### config.mk
export PLATFORM = sky130hd
export DESIGN_NAME = cal_psum_acc_lrelu
export DESIGN_NICKNAME = d
export VERILOG_FILES = /design/src/rtl/cal_psum_acc_lrelu.sv
export SDC_FILE = /design/constraint.sdc
export NUM_CORES = 1
export LEC_CHECK = 0
export ABC_AREA = 1
export BUFFER_PORTS_ARGS = -buffer_cell sky130_fd_sc_hd__buf_4
export CAP_MARGIN = 0
export CORE_MARGIN = 1.5
export CORE_UTILIZATION = 35
export CTS_BUF_LIST = sky130_fd_sc_hd__clkbuf_4 sky130_fd_sc_hd__clkbuf_8
export CTS_CLUSTER_SIZE = 12
export DETAILED_ROUTE_END_ITERATION = 8
export PLACE_DENSITY = 0.52
export RECOVER_POWER = 50
export SLEW_MARGIN = 20
export SYNTH_ARGS = -nofsm -noshare
export SYNTH_HDL_FRONTEND = slang
export SYNTH_SLANG_ARGS = --single-unit
### constraint.sdc
create_clock -name clk -period 6.45 [get_ports clk]
set_clock_uncertainty 0.2 [all_clocks]
set_input_delay 1.29 -clock clk [delete_from_list [all_inputs] [get_ports clk]]
set_output_delay 1.29 -clock clk [all_outputs]
set_load 0.05 [all_outputs]
### src/rtl/cal_psum_acc_lrelu.sv
// cal_psum_acc_lrelu: accumulates adder-tree partial sums per output pixel,
// then requantizes with a rounding shift, optional leaky ReLU and int8 saturation.
module cal_psum_acc_lrelu #(
    parameter int ACC_W = 32,
    parameter int OUT_W = 8
) (
    input  logic             clk,
    input  logic             rst_n,
    input  logic             din_valid,
    input  logic [17:0]      din,
    input  logic             din_first,
    input  logic             din_last,
    input  logic [4:0]       cfg_shift,
    input  logic             cfg_relu_en,
    output logic             dout_valid,
    output logic [OUT_W-1:0] dout,
    output logic             sat_flag
);
    localparam logic signed [ACC_W:0] ZMAX = (ACC_W + 1)'(2 ** (OUT_W - 1) - 1);
    localparam logic signed [ACC_W:0] ZMIN = ~ZMAX;

    logic signed [ACC_W-1:0] acc, sum, s1_sum;
    logic [4:0]              s1_shift;
    logic                    s1_relu, s1_valid, s2_relu, s2_valid, s3_valid;
    logic signed [ACC_W:0]   rnd, y, s2_y, z, s3_z;
    logic signed [ACC_W+5:0] prod;

    assign sum  = (din_first ? '0 : acc) + {{(ACC_W - 18){din[17]}}, din};
    assign rnd  = (s1_shift == 5'd0) ? '0 : (ACC_W + 1)'(1) << (s1_shift - 5'd1);
    assign y    = ($signed({s1_sum[ACC_W-1], s1_sum}) + rnd) >>> s1_shift;
    // slope 13/128 approximates 0.1; the arithmetic shift floors
    assign prod = $signed({{5{s2_y[ACC_W]}}, s2_y}) * (ACC_W + 6)'(13);
    assign z    = (s2_relu && s2_y[ACC_W]) ? (ACC_W + 1)'(prod >>> 7) : s2_y;

    always_ff @(posedge clk or negedge rst_n) begin
        if (!rst_n) begin
            acc        <= '0;
            s1_sum     <= '0;
            s1_shift   <= '0;
            s1_relu    <= 1'b0;
            s1_valid   <= 1'b0;
            s2_y       <= '0;
            s2_relu    <= 1'b0;
            s2_valid   <= 1'b0;
            s3_z       <= '0;
            s3_valid   <= 1'b0;
            dout       <= '0;
            dout_valid <= 1'b0;
            sat_flag   <= 1'b0;
        end else begin
            if (din_valid) acc <= din_last ? '0 : sum;
            s1_valid <= din_valid && din_last;
            if (din_valid && din_last) begin
                s1_sum   <= sum;
                s1_shift <= cfg_shift;
                s1_relu  <= cfg_relu_en;
            end
            s2_valid <= s1_valid;
            if (s1_valid) begin
                s2_y    <= y;
                s2_relu <= s1_relu;
            end
            s3_valid <= s2_valid;
            if (s2_valid) s3_z <= z;
            dout_valid <= s3_valid;
            if (s3_valid) begin
                dout     <= (s3_z > ZMAX) ? ZMAX[OUT_W-1:0] :
                            (s3_z < ZMIN) ? ZMIN[OUT_W-1:0] : s3_z[OUT_W-1:0];
                sat_flag <= (s3_z > ZMAX) || (s3_z < ZMIN);
            end
        end
    end
endmodule

After elaboration in Yosys (flattened, before gate mapping)

Index checks and enable logic that the tools add are counted.

Bits in registers: 150
Input port bits: 29
Logic and storage cells: 31
Output and inout port bits: 10

$add $sub $neg: 3
Multiply operators: 1
Reduce and logical (&&, ||, !) cells: 4
Muxes and demuxes: 6
$lt $le $gt $ge: 2
Shifts and indexed selects: 2

Operators with widths:

| operator                                                                      | number |
|---|---|
| 33-bit 2-to-1 mux                                                             | 2 |
| 32-bit 2-to-1 mux                                                             | 2 |
| 33-bit by 5-bit multiplier with 38-bit output, second input constant          | 1 |
| 32-bit by 33-bit adder with 33-bit output                                     | 1 |
| 33-bit by 8-bit > comparator with 1-bit output, second input constant         | 1 |
| 33-bit by 8-bit less-than comparator with 1-bit output, second input constant | 1 |
| 1-bit by 5-bit << shifter with 33-bit output, first input constant            | 1 |
| 33-bit by 5-bit >>> shifter with 33-bit output                                | 1 |
| 32-bit adder                                                                  | 1 |
| 8-bit 2-to-1 mux                                                              | 2 |
| 5-bit zero test                                                               | 1 |
| 5-bit by 1-bit subtractor with 5-bit output, second input constant            | 1 |
| 1-bit logical AND                                                             | 2 |
| 1-bit logical OR                                                              | 1 |

Longest topological paths before layout

Word-level depth: 5
Mapped depth: 32

Least setup slack after synthesis

No wires, ideal clock.

Path type: input port to flip-flop
Start: input din_first
End: register acc[27]
Data required time: 6.117 ns
Cell stages on the path: 14
Path slack: 2.882 ns
Data arrival time: 3.234 ns
Cells stage by stage: clkbuf_1 -> nor2_1 -> ha_1 -> nand2_1 -> o2bb2ai_1 -> o211ai_1 -> nand2_1 -> nand2_1 -> nand3_1 -> nand3_1 -> a21o_1 -> or2_2 -> nand3_1 -> o21ai_0

Longest elaborated chain between the ends: 3

Ends and longest elaborated chain:

| what                 | line | source |
|---|---|---|
| start, declared      | 11   | `input logic din_first,` |
| 32-bit 2-to-1 mux    | 28   | `assign sum = (din_first ? '0 : acc) + {{(ACC_W - 18){din[17]}}, din};` |
| 32-bit adder         | 28   |  |
| 32-bit 2-to-1 mux    | 51   | `if (din_valid) acc <= din_last ? '0 : sum;` |
| end signal, assigned | 51   |  |
| end, declared        | 22   | `logic signed [ACC_W-1:0] acc, sum, s1_sum;` |

No other way between the ends.
A chain may end at the register's enable or synchronous reset.

Worst setup path in the final report

Start: register s1_shift[0]
End: register s2_y[5]

Longest elaborated chain between the ends: 5
Elaborated cells between the ends (all ways): 6
Those cells by class: add/sub: 2; shift: 2; mux: 1; reduce/logical: 1

Ends and longest elaborated chain:

| what                                             | line | source |
|---|---|---|
| start, declared                                  | 23   | `logic [4:0] s1_shift;` |
| start signal, assigned                           | 55   | `s1_shift <= cfg_shift;` |
| 5-bit by 1-bit subtractor with 5-bit output      | 29   | `assign rnd = (s1_shift == 5'd0) ? '0 : (ACC_W + 1)'(1) << (s1_shift - 5'd1);` |
| 1-bit by 5-bit << shifter with 33-bit output     | 29   |  |
| 33-bit 2-to-1 mux                                | 29   |  |
| 32-bit by 33-bit adder with 33-bit output        | 30   | `assign y = ($signed({s1_sum[ACC_W-1], s1_sum}) + rnd) >>> s1_shift;` |
| 33-bit by 5-bit >>> shifter with 33-bit output * | 30   |  |
| end signal, assigned                             | 60   | `s2_y <= y;` |
| end, declared                                    | 25   | `logic signed [ACC_W:0] rnd, y, s2_y, z, s3_z;` |

Every way passes the cells marked *; elsewhere a longest branch is shown, timed or not.

==> metrics <==
Worst Path Arrival=4510 ps; global-route wire length before repair=around 82000 µm; Crit. Startpoint=s1_shift[0]; Max clock buf depth=2; Top FF cell, synth=dfrtp_1; post-synthesis mux area share=0%; DRC=0; main combinational cell family by area after synthesis=simple AND/OR/NAND/NOR gates; via count=around 16k; Reg2Reg Launch Point=s1_shift[0]; final core occ=38.1%; placed instance area=between 15000 and 20000 µm²; Starting DRT DRC Count=946; failing checks=max-capacitance violations, max-slew violations; IO buf count=38; Fin Setup TNS=0 ps; final hold violation count=0; largest net degree at the start of global routing=around 110; Mapped Cells=2464; DR pass1 iterations=5; final setup violation count=0; final non-filler cell area=roughly 17000 µm²; Via density=~5.1; final-stage net count=between 2k and 3k; grt total ovfl=0; flop2flop setup slack=roughly 2200 ps; Gates resized, CTS repair=0; Max Clock Freq=~0.23 GHz; worst-skew pair later-pin latency=570 ps; dpl hpwl=40100 µm; YS warnings=0; Mapped Nets=around 2.7k; status=finished with violations; RePlAce Congestion=0.937; Antenna Violating Nets Remaining=0; clock slew at reported path FFs=90 ps; post-synthesis cell area=approximately 16000 µm²; GRT Overall Usage=between 20 and 25%; Worst Tran Pin Value=2500 ps; die height=217 µm; Core ar.=45300 µm²; Post-Synth XOR/XNOR Area=2.73%; Worst Setup Start Kind=flop; num ports=39; Synth async-reset ratio=100%; Num CTS Buffers=17; RSZ-0062 raised after global routing=no; row count=between 70 and 80; HP Class=flop to flop; WL/cell=about 16 µm; EDFF count, synth=0; Seq cells post-synth=150; DIE AREA=around 47000 µm²; Root Driver=clkbuf_8; Initial Util=~35%; Die Width=about 220 µm; antenna cell count=0; Synth Area in Adders=between 15 and 20%; CTS Hold Buffers Added=0; WL final=49800 µm; FILL cells=5041; Pwr Density=roughly 470 nW/µm²; Setup Buffers After CTS=0; post-layout minimum cycle time=4270 ps; Max VDD drop=about 0.25 mV; number of max-cap violations=2; clk sinks=150; initial antenna violation count=0; via count of the first global-routing pass=around 16k; Crit. End Element=flop; crit path to=s2_y[5]; fraction of layout cells with a size suffix above 1=between 5 and 6%; Synth Area in Compound Gates=between 10% and 20%; Worst Path Required=between 6000 and 7000 ps; leakage=between 9 and 10 nW; Slew headroom=-66.4%; final worst-path cycle share=roughly 66%; Slew Viols, Final=81; worst r2r path cells=24; reg2reg end=s2_y[5]; Crit Path Category=flop to flop; CTS HTree Levels=4; clock tree from TritonCTS=built; P&R area growth vs syn=7.75%; sequential share of the synthesized area=approximately a quarter; Synth cell types=between 50 and 60; worst-path maximum fanout=8; Synth Area in Simple Gates=approximately a third; Syn Area/Cell=about 6.5 µm²
## layer usage
metal	track usage, %	routed length (µm)
met5	0	0
met4	8.22	1370
met3	2.80	1760
met2	38.4	23900
met1	28.3	22800
## registers in the layout, summed over array words and instances, names as in the netlist
signal	flops
s2_y	33
s1_valid	1
acc	32
s1_relu	1
s2_valid	1
dout	8
s2_relu	1
s3_z	33
s3_valid	1
dout_valid	1
s1_sum	32
sat_flag	1
s1_shift	5
## Yosys cell counts, types with 4 or more instances
master / n / area [µm²]
o21bai_1: 4 / 30.0
clkbuf_1: 44 / 165
nand2_4: 5 / 56.3
a31oi_1: 8 / 50.1
o21ai_1: 8 / 40.0
clkinv_1: 6 / 22.5
dfrtp_1: 150 / 3750
xor2_1: 29 / 254
ha_1: 159 / 1990
buf_1: 7 / 26.3
a21oi_1: 145 / 726
o22ai_1: 18 / 113
nand2_1: 656 / 2460
fa_1: 33 / 661
o21a_1: 9 / 67.6
nand3_2: 9 / 90.1
nor2_1: 203 / 762
buf_2: 12 / 60.1
a21oi_2: 9 / 78.8
inv_1: 404 / 1520
nand3b_1: 4 / 30.0
buf_4: 4 / 30.0
or2_2: 12 / 75.1
o211ai_1: 18 / 135
nand2_2: 18 / 113
a22oi_1: 4 / 30.0
a21o_1: 10 / 75.1
nand4_1: 16 / 100
nor3_1: 19 / 95.1
xnor2_1: 21 / 184
o21ai_0: 101 / 505
nand3_1: 275 / 1380
nor4_1: 11 / 68.8
## power by group
part,leakage [nW],switching (mW),internal [mW]
clock,0.188,0.428,0.343
combinational,7.35,3.88,2.07
sequential,1.83,0.212,1.17
total,9.37,4.52,3.58
## through the flow
step                std cells  hold WS, ps  worst slack, ps  total power [mW]
finish                   3079          283             2180              8.10
global route             3079          320             1860              9.10
CTS                      3079          290             2200              8.11
detailed placement       3047          267             2220              7.28
global placement         3047          266             2210              7.28
floorplan                2464          152             2880              5.75
## worst min-delay path by stage
stage,from,end,slack [ps],cells past startpoint
after CTS,s3_z[4],s3_z[4],290,2
after detailed placement,s3_z[4],s3_z[4],270,2
after global routing,s1_sum[3],s1_sum[3],320,2
after floorplan,s3_valid,dout_valid,150,0
final,s3_z[4],s3_z[4],280,2
after global placement,s3_z[3],s3_z[3],270,2
## area by class of cell
cell class                      count  area (µm²)  area share, %
Clock inverter                     15         158          0.914
Tap cell                          600         751           4.35
Timing Repair Buffer               53         403           2.33
Sequential cell                   150        3750           21.8
Clock buffer                       17         234           1.36
Inverter                          413        1550           8.98
Multi-Input combinational cell   1831       10400           60.3
## kinds of logic (layout without fill, tap and decap cells)
kind of cell,count (synthesis),count (layout)
XOR/XNOR,50,50
AND/OR/NAND/NOR,1238,1238
other,1,1
adder cells (fa/ha/maj),192,192
buffers and inverters,483,498
AO/OA/AOI/OAI,350,350
flip-flops,150,150
## cells in the final DEF (no fill, tap or decap), types with 3 or more instances in the layout
master / netlist / final
a21o_1: 10 / 10
a21oi_1: 145 / 145
a21oi_2: 9 / 9
a22oi_1: 4 / 4
a31oi_1: 8 / 8
buf_4: 4 / 50
clkbuf_8: 0 / 17
clkinv_1: 6 / 6
clkinv_2: 0 / 3
clkinv_4: 0 / 5
clkinvlp_4: 0 / 4
dfrtp_1: 150 / 150
fa_1: 33 / 33
ha_1: 159 / 159
inv_1: 404 / 404
inv_2: 3 / 3
nand2_1: 656 / 656
nand2_2: 18 / 18
nand2_4: 5 / 5
nand3_1: 275 / 275
nand3_2: 9 / 9
nand3b_1: 4 / 4
nand4_1: 16 / 16
nor2_1: 203 / 203
nor3_1: 19 / 19
nor4_1: 11 / 11
o211ai_1: 18 / 18
o21a_1: 9 / 9
o21ai_0: 101 / 101
o21ai_1: 8 / 8
o21bai_1: 4 / 4
o221ai_1: 3 / 3
o22ai_1: 18 / 18
or2_2: 12 / 12
xnor2_1: 21 / 21
xor2_1: 29 / 29
## worst max-delay path, cell delays in order, from the launching register on
cell,delay [ps]
dfrtp_1,510
nor2_1,290
inv_1,100
nor2_1,180
nand3_1,100
nand2_1,200
inv_1,100
nand2_1,70
inv_1,40
ha_1,210
fa_1,450
nand3_1,110
nand3_2,100
nand3_1,100
nand3b_1,160
nand2_1,160
nand2_1,90
nand2_1,90
nand3_1,90
nand3_1,150
nand3_1,80
nand2_1,110
nand2_1,80
a21oi_1,290
nor2_1,80
(Power assumes the default switching activity.)
